### src/rtl/hazard_ctrl.sv
// -----------------------------------------------------------------------------
// hazard_ctrl
//
// Purpose:
//   Pipeline hazard controller. It produces the stage enables and flushes for
//   the PC, IF/ID, ID/EX, EX/MEM and MEM/WB latches. It resolves load-use
//   stalls, taken jump/branch flushes, data-memory wait stalls and halt.
//
// Ports:
//   CLK, RST              clock, asynchronous active-high reset
//   ihit, dhit            fetch / data access complete this cycle
//   id_rs, id_rt          register fields of the instruction in ID
//   id_uses_rt            ID instruction reads rt
//   ex_dREN, ex_wsel      load flag and destination of the instruction in EX
//   ex_jumpFlush          taken control transfer resolved in EX
//   mem_dREN, mem_dWEN    load / store in MEM
//   wb_halt               halt instruction in WB
//   pc_en .. memwb_en     latch enables; ifid_flush / idex_flush clear to nop
//   halted                sticky halt indication
//   stall_cycles          stall counter (optional)
//   flush_events          taken-transfer flush counter (optional)
//
// Configuration:
//   HAZARD_PERF_CNT_EN    when defined, stall_cycles / flush_events are live
//                         counters; otherwise both ports are tied to 0.
// -----------------------------------------------------------------------------
module hazard_ctrl #(
  parameter int REG_W = 5,
  parameter int CNT_W = 32
) (
  input  logic             CLK,
  input  logic             RST,
  input  logic             ihit,
  input  logic             dhit,
  input  logic [REG_W-1:0] id_rs,
  input  logic [REG_W-1:0] id_rt,
  input  logic             id_uses_rt,
  input  logic             ex_dREN,
  input  logic [REG_W-1:0] ex_wsel,
  input  logic             ex_jumpFlush,
  input  logic             mem_dREN,
  input  logic             mem_dWEN,
  input  logic             wb_halt,
  output logic             pc_en,
  output logic             ifid_en,
  output logic             ifid_flush,
  output logic             idex_en,
  output logic             idex_flush,
  output logic             exmem_en,
  output logic             memwb_en,
  output logic             halted,
  output logic [CNT_W-1:0] stall_cycles,
  output logic [CNT_W-1:0] flush_events
);

  typedef enum logic [1:0] {RUN, MEM_WAIT, HALTED} state_e;

  typedef struct packed {
    logic pc_en;
    logic ifid_en;
    logic ifid_flush;
    logic idex_en;
    logic idex_flush;
    logic exmem_en;
    logic memwb_en;
    logic halted;
  } ctrl_t;

  state_e state_q, state_d;
  ctrl_t  ctrl;

  logic dmem_busy;
  logic advance;
  logic lu;
  logic stall_ev;
  logic flush_ev;

  assign dmem_busy = (mem_dREN | mem_dWEN) & ~dhit;
  assign advance   = ihit & ~dmem_busy;
  // r0 is hard-wired zero, so a load targeting it never creates a dependency.
  assign lu = ex_dREN & (ex_wsel != '0) &
              ((ex_wsel == id_rs) | (id_uses_rt & (ex_wsel == id_rt)));

  // NOTE: every signal written here gets a default first, so no path can
  // leave one unassigned and infer a latch.
  always_comb begin
    state_d  = state_q;
    ctrl     = '0;
    stall_ev = 1'b0;
    flush_ev = 1'b0;
    case (state_q)
      HALTED: ctrl.halted = 1'b1;
      RUN, MEM_WAIT: begin
        // A lu bubble counts as a stall even though the pipe partly advances.
        stall_ev = ~advance | (advance & lu & ~ex_jumpFlush);
        if (state_q == MEM_WAIT && !dhit) begin
          // Waiting for the data access: hold everything.
        end else if (dmem_busy) begin
          state_d = MEM_WAIT;
        end else begin
          state_d = RUN;
          if (advance) begin
            if (ex_jumpFlush) begin
              ctrl     = '{pc_en: 1'b1, ifid_en: 1'b1, ifid_flush: 1'b1,
                           idex_en: 1'b1, idex_flush: 1'b1, exmem_en: 1'b1,
                           memwb_en: 1'b1, halted: 1'b0};
              flush_ev = 1'b1;
            end else if (lu) begin
              // Hold PC and IF/ID, push one bubble into EX.
              ctrl     = '{pc_en: 1'b0, ifid_en: 1'b0, ifid_flush: 1'b0,
                           idex_en: 1'b1, idex_flush: 1'b1, exmem_en: 1'b1,
                           memwb_en: 1'b1, halted: 1'b0};
            end else begin
              ctrl     = '{pc_en: 1'b1, ifid_en: 1'b1, ifid_flush: 1'b0,
                           idex_en: 1'b1, idex_flush: 1'b0, exmem_en: 1'b1,
                           memwb_en: 1'b1, halted: 1'b0};
            end
          end
        end
        if (wb_halt) state_d = HALTED;
      end
      default: state_d = RUN;
    endcase
  end

  // NOTE: sequential state uses non-blocking assignments so every flop
  // samples the pre-edge values regardless of statement order.
  always_ff @(posedge CLK or posedge RST) begin
    if (RST) state_q <= RUN;
    else     state_q <= state_d;
  end

  // Outputs are forced low during reset independent of the decoded state.
  assign pc_en      = ~RST & ctrl.pc_en;
  assign ifid_en    = ~RST & ctrl.ifid_en;
  assign ifid_flush = ~RST & ctrl.ifid_flush;
  assign idex_en    = ~RST & ctrl.idex_en;
  assign idex_flush = ~RST & ctrl.idex_flush;
  assign exmem_en   = ~RST & ctrl.exmem_en;
  assign memwb_en   = ~RST & ctrl.memwb_en;
  assign halted     = ~RST & ctrl.halted;

`ifdef HAZARD_PERF_CNT_EN
  logic [CNT_W-1:0] stall_q, stall_d;
  logic [CNT_W-1:0] flush_q, flush_d;

  // Counters wrap naturally; the events are already zero in HALTED.
  assign stall_d = stall_q + CNT_W'(stall_ev);
  assign flush_d = flush_q + CNT_W'(flush_ev);

  always_ff @(posedge CLK or posedge RST) begin
    if (RST) begin
      stall_q <= '0;
      flush_q <= '0;
    end else begin
      stall_q <= stall_d;
      flush_q <= flush_d;
    end
  end

  assign stall_cycles = stall_q;
  assign flush_events = flush_q;
`else
  logic unused_ev;
  assign unused_ev    = stall_ev ^ flush_ev;
  assign stall_cycles = '0;
  assign flush_events = '0;
`endif

endmodule

### config.mk
export PLATFORM = sky130hd
export DESIGN_NAME = hazard_ctrl
export DESIGN_NICKNAME = d
export VERILOG_FILES = /design/src/rtl/hazard_ctrl.sv
export SDC_FILE = /design/constraint.sdc
export NUM_CORES = 1
export LEC_CHECK = 0
export BUFFER_PORTS_ARGS = -buffer_cell sky130_fd_sc_hd__buf_2
export CORE_MARGIN = 2
export CORE_UTILIZATION = 30
export CTS_BUF_LIST = sky130_fd_sc_hd__clkbuf_8
export CTS_CLUSTER_SIZE = 12
export DETAILED_ROUTE_END_ITERATION = 8
export PLACE_DENSITY_LB_ADDON = 0.05
export SLEW_MARGIN = 0
export SYNTH_ARGS = -nofsm -noshare
export SYNTH_HDL_FRONTEND = slang
export SYNTH_SLANG_ARGS = --single-unit
### constraint.sdc
create_clock -name CLK -period 1.8 [get_ports CLK]
set_input_delay 0.27 -clock CLK [delete_from_list [all_inputs] [get_ports CLK]]
set_output_delay 0.27 -clock CLK [all_outputs]
set_load 0.005 [all_outputs]
=== After elaboration in Yosys (flattened, before gate mapping) ===
Index checks and enable logic that the tools add are counted.

* Equal/unequal tests: 5
* Multiplexer cells: 11
* Bitwise gates (word level): 19
* Reductions and logical operators: 6

{| class="wikitable"
|+ Operator list
! kind !! count
|-
| 2-to-1 mux 8 bit || 5
|-
| bitwise AND 1 bit || 13
|-
| == test 5 bit || 2
|-
| 2-to-1 mux 7 bit || 1
|-
| nonzero test 5 bit || 1
|-
| 2-to-1 mux 2 bit || 2
|-
| inverter 1 bit || 4
|-
| case mux 2 bit (2 select lines) || 1
|-
| != test 3 bit (second input constant) || 1
|-
| == test 2 x 1 -> 1 bit (second input constant) || 1
|-
| == test 2 bit (second input constant) || 1
|-
| zero test 2 bit || 1
|-
| OR 1 bit || 2
|-
| case mux 1 bit (2 select lines) || 1
|-
| AND reduction 2 bit || 1
|-
| OR reduction 2 bit || 1
|-
| logical AND 1 bit || 1
|-
| zero test 1 bit || 1
|-
| 2-to-1 mux 1 bit || 1
|}

* Bits in registers: 2
* Output and inout bits: 72
* Logic and storage cells: 42

=== Longest topological paths before layout ===
* Word-level depth: 11
* Depth in mapped cells: 5
* Gate-level depth less buffers: 4

=== Worst setup path after synthesis ===
Ideal clock, no wire load.

* Kind: input to output
* Start: input ex_wsel[3]
* End: output pc_en
* Arrival time: 1249 ps
* Required time: 1530 ps
* Slack: 281 ps
* Stages on the path: 5
* Path through: xor2_1 > nor4_2 > a32oi_1 > o31a_1 > buf_4

* Longest elaborated chain between the ends: 11

{| class="wikitable"
|+ RTL lines
! element !! RTL line !! RTL
|-
| start: declaration || 39 || <nowiki>input logic [REG_W-1:0] ex_wsel,</nowiki>
|-
| == test 5 bit || 82 || <nowiki>((ex_wsel == id_rs) | (id_uses_rt & (ex_wsel == id_rt)));</nowiki>
|-
| bitwise AND 1 bit || 82 ||
|-
| OR 1 bit || 82 ||
|-
| bitwise AND 1 bit (*) || 81 || <nowiki>assign lu = ex_dREN & (ex_wsel != '0) &</nowiki>
|-
| 2-to-1 mux 8 bit (*) || 108 || <nowiki>end else if (lu) begin</nowiki>
|-
| 2-to-1 mux 8 bit (*) || 103 || <nowiki>if (ex_jumpFlush) begin</nowiki>
|-
| 2-to-1 mux 8 bit (*) || 102 || <nowiki>if (advance) begin</nowiki>
|-
| 2-to-1 mux 8 bit (*) || 98 || <nowiki>end else if (dmem_busy) begin</nowiki>
|-
| 2-to-1 mux 8 bit (*) || 96 || <nowiki>if (state_q == MEM_WAIT && !dhit) begin</nowiki>
|-
| 2-to-1 mux 7 bit (*) || 91 || <nowiki>case (state_q)</nowiki>
|-
| bitwise AND 1 bit (*) || 134 || <nowiki>assign pc_en = ~RST & ctrl.pc_en;</nowiki>
|-
| end: declaration || 44 || <nowiki>output logic pc_en,</nowiki>
|}

Every way passes the cells marked *; elsewhere a longest branch is shown, timed or not.

=== Final worst setup path ===
* Start: input ex_wsel[3]
* End: output ifid_en

* Longest elaborated chain between the ends: 11

{| class="wikitable"
|+ RTL lines
! element !! RTL line !! RTL
|-
| == test 5 bit || 82 ||
|-
| bitwise AND 1 bit || 82 ||
|-
| OR 1 bit || 82 ||
|-
| bitwise AND 1 bit (*) || 81 ||
|-
| 2-to-1 mux 8 bit (*) || 108 ||
|-
| 2-to-1 mux 8 bit (*) || 103 ||
|-
| 2-to-1 mux 8 bit (*) || 102 ||
|-
| 2-to-1 mux 8 bit (*) || 98 ||
|-
| 2-to-1 mux 8 bit (*) || 96 ||
|-
| 2-to-1 mux 7 bit (*) || 91 ||
|-
| bitwise AND 1 bit (*) || 135 || <nowiki>assign ifid_en = ~RST & ctrl.ifid_en;</nowiki>
|-
| end: declaration || 45 || <nowiki>output logic ifid_en,</nowiki>
|}

Marked as above.

==> summary.txt <==
Placed design
  – Placer Congestion: 0.598
  – Placed cells: between 150 and 200
  – Detailed Place HPWL: between 1000 and 1500 um
  – PortBufs: 32

Layout
  – Antenna diodes: 0
  – Layout cells sized above 1: approximately 29%
  – Top Registers: state_q (2)
  – Largest reg by FF count: state_q
  – Finished Layout Cells: between 150 and 200
  – Layout area overhead: 0.328%
  – Final nets: roughly 160
  – Fillers: 270
  – Number of flip-flops in the largest register: 2

GRT
  – Vias in the first global route: roughly 340
  – First-pass GRT wire length: 1400 um
  – Initial antenna violation count: 0
  – Largest net degree at the start of global routing: 5
  – GRT overflow: 0
  – Total track usage: under 10%

Floorplan
  – # rows: 18
  – Die area: 0.00296 mm2
  – IO Pins: 97
  – Initial Utilization: a little under a third
  – Die height: between 50 and 60 um
  – CORE AREA: between 0.002 and 0.0025 mm2
  – Chip width: roughly 54 um

Drt
  – WL/cell: between 6 and 7 um
  – Router iterations before antenna repair: 4
  – DR DRC count: 0
  – Initial drt markers: 3
  – Routed vias: 530
  – DRT antenna net count: 0
  – Routed vias/inst: 3.23
  – WL final: around 1100 um

CTS
  – Root buf cell: clkbuf_8
  – Worst-path clk slew: around 0.030 ns
  – Worst skew pair latency: 0.21 ns
  – CTS Buf Count: 3
  – H-tree depth: 1
  – Clock Sinks: 2
  – CTS tree: yes
  – Clock buffer depth: 2

Worst setup path
  – Critical Path AT: approximately 1.4 ns
  – FF-to-FF path depth: 1
  – Max FO, Critical Path: 3
  – Worst path required time: roughly 1.5 ns
  – CP Class: in2out
  – Max incr delay on CP: ~0.31 ns
  – Slowest CP cell: o31a_1
  – Most used cell, CP: buf_2
  – Crit end category: output pin
  – CP Cell Sequence: buf_2 > xor2_1 > nor4_2 > a32oi_1 > o31a_1 > buf_2
  – Startpoint type of the worst setup path: primary input

Logic synthesis
  – Area contributors post-synth: buf_4 (66%), xor2_1 (10%), dfrtp_1 (6.6%)
  – Yosys cell types: 19
  – Ys async rst share: 100%
  – Share of the synthesized area in the top cell type: between 60% and 70%
  – Most common cell in the netlist: buf_4
  – Sequential area share after synthesis: between 6 and 7%
  – Post-synth EDFFs: 0
  – Mapped Area: 762 um2
  – Flops & latches, synth: 2
  – Dominant synthesized flop cell: dfrtp_1
  – Top cells by count, synth: buf_4 (67), xor2_1 (9), inv_1 (4), nor2_1 (3)
  – Top cell type by total area after synthesis: buf_4
  – YS warnings: 0
  – Gate Count Post-Synth: 100
  – Syn avg cell area: approximately 7.6 um2

Timing
  – Setup_tns: 0 ns
  – Fmax: approximately 590 MHz
  – Setup repair after global routing missed its margin: no
  – Final hold vios: 0
  – Layout Skew: 0.00107 ns
  – Final period utilization: a little over nine tenths
  – Pins over their slew limit: 0
  – Final setup vio count: 0
  – Minimum clock period: 1.70 ns

Worst hold path
  – Worst Hold Class: in2reg
  – Min-Delay Path Depth: 2

Power and ir drop
  – Pwr Total: 0.398 mW
  – Max rail drop VDD: around 0.25 mV
  – Leak: around 0.5 nW
  – P per Cell Area: around 520 mW/mm2

Outcome
  – Status: complete, no violations

Job
  – Maxcap violations: 0
==> report_power, final <==
part	switching, mW	leakage, nW	internal (mW)
clock	0.0338	0.0216	0.141
combinational	0.0868	0.456	0.0647
sequential	0.0120	0.0241	0.0591
total	0.133	0.501	0.265
==> cell type report <==
class                      instances  area, um2  share of cell area [%]
inverter                           4       15.0                    1.96
timing repair buffer              35        185                    24.2
sequential                         2       50.0                    6.55
clock buffer                       3       41.3                    5.40
tap                               30       37.5                    4.91
multi-input combinational         90        435                    57.0
==> placed cells by master (no fill, tap or decap) <==
cell	count
buf_4	2
or4_1	1
dlygate4sd3_1	1
o31ai_1	1
a32oi_1	1
nor2_1	3
o21ai_1	1
xnor2_1	1
inv_1	4
nor4_2	1
o211a_1	1
o31a_1	1
nor4_1	1
nor3_2	1
nor3_1	1
buf_2	32
nand2_1	1
dfrtp_1	2
nand2b_1	1
xor2_1	9
clkbuf_8	3
conb_1	64
o21ai_0	1
==> final timing paths <==
check / slack, ns / start / to
min: 0.24 / dhit / state_q[0]
max: 0.10 / ex_wsel[3] / ifid_en
max in group asynchronous: 1.20 / RST / state_q[0]
min in group asynchronous: 0.49 / RST / state_q[1]
min reg2reg: 0.48 / state_q[1] / state_q[0]
max reg2reg: 1.04 / state_q[1] / state_q[0]
==> critical path, delay by kind of cell <==
kind / cells / cell delay (ns)
buffers and inverters: 2 / 0.25
xor gates and xnor gates: 1 / 0.16
AOI/OAI and AO/OA: 2 / 0.49
and+or+nand+nor: 1 / 0.26
==> per-stage QoR <==
step                instance area, um2  worst slack [ns]  util, %  hold WS, ns
floorplan                          998             0.281        -       0.0112
global placement                   693             0.113     28.5        0.148
detailed placement                 693            0.0984     28.5        0.144
CTS                                759            0.0631     31.2        0.234
global route                       764            0.0357     31.4        0.249
finish                             764             0.101     31.4        0.238
==> what timing repair did <==
action / in CTS / in global routing
endpoints found under the hold margin: 2 / 0
resized for setup: 0 / 1
hold buffers: 1 / 0
setup buffers: 2 / 0
endpoints found under the setup margin: 1 / 3
pin swaps: 1 / 1
==> cells by family (layout without fill, tap and decap cells) <==
logic type | Yosys count | after routing | share of synthesized area (%)
buffers and inverters | 71 | 42 | 68.0
XOR/XNOR | 10 | 10 | 11.5
AND/OR/NAND/NOR | 10 | 10 | 7.55
AO/OA/AOI/OAI | 6 | 6 | 5.91
flip-flops | 2 | 2 | 6.57
other | 1 | 64 | 0.492
==> routing by layer <==
metal  global-route usage, %  up-vias  part of all wire, %
li1                        -      254                    -
met1                    8.16      214                   32
met2                    9.44       60                   44
met3                    4.37        2                   24
met4                    5.00        0                 0.35
met5                       0        -                    0
No activity file was read; power rests on OpenSTA's default activity.
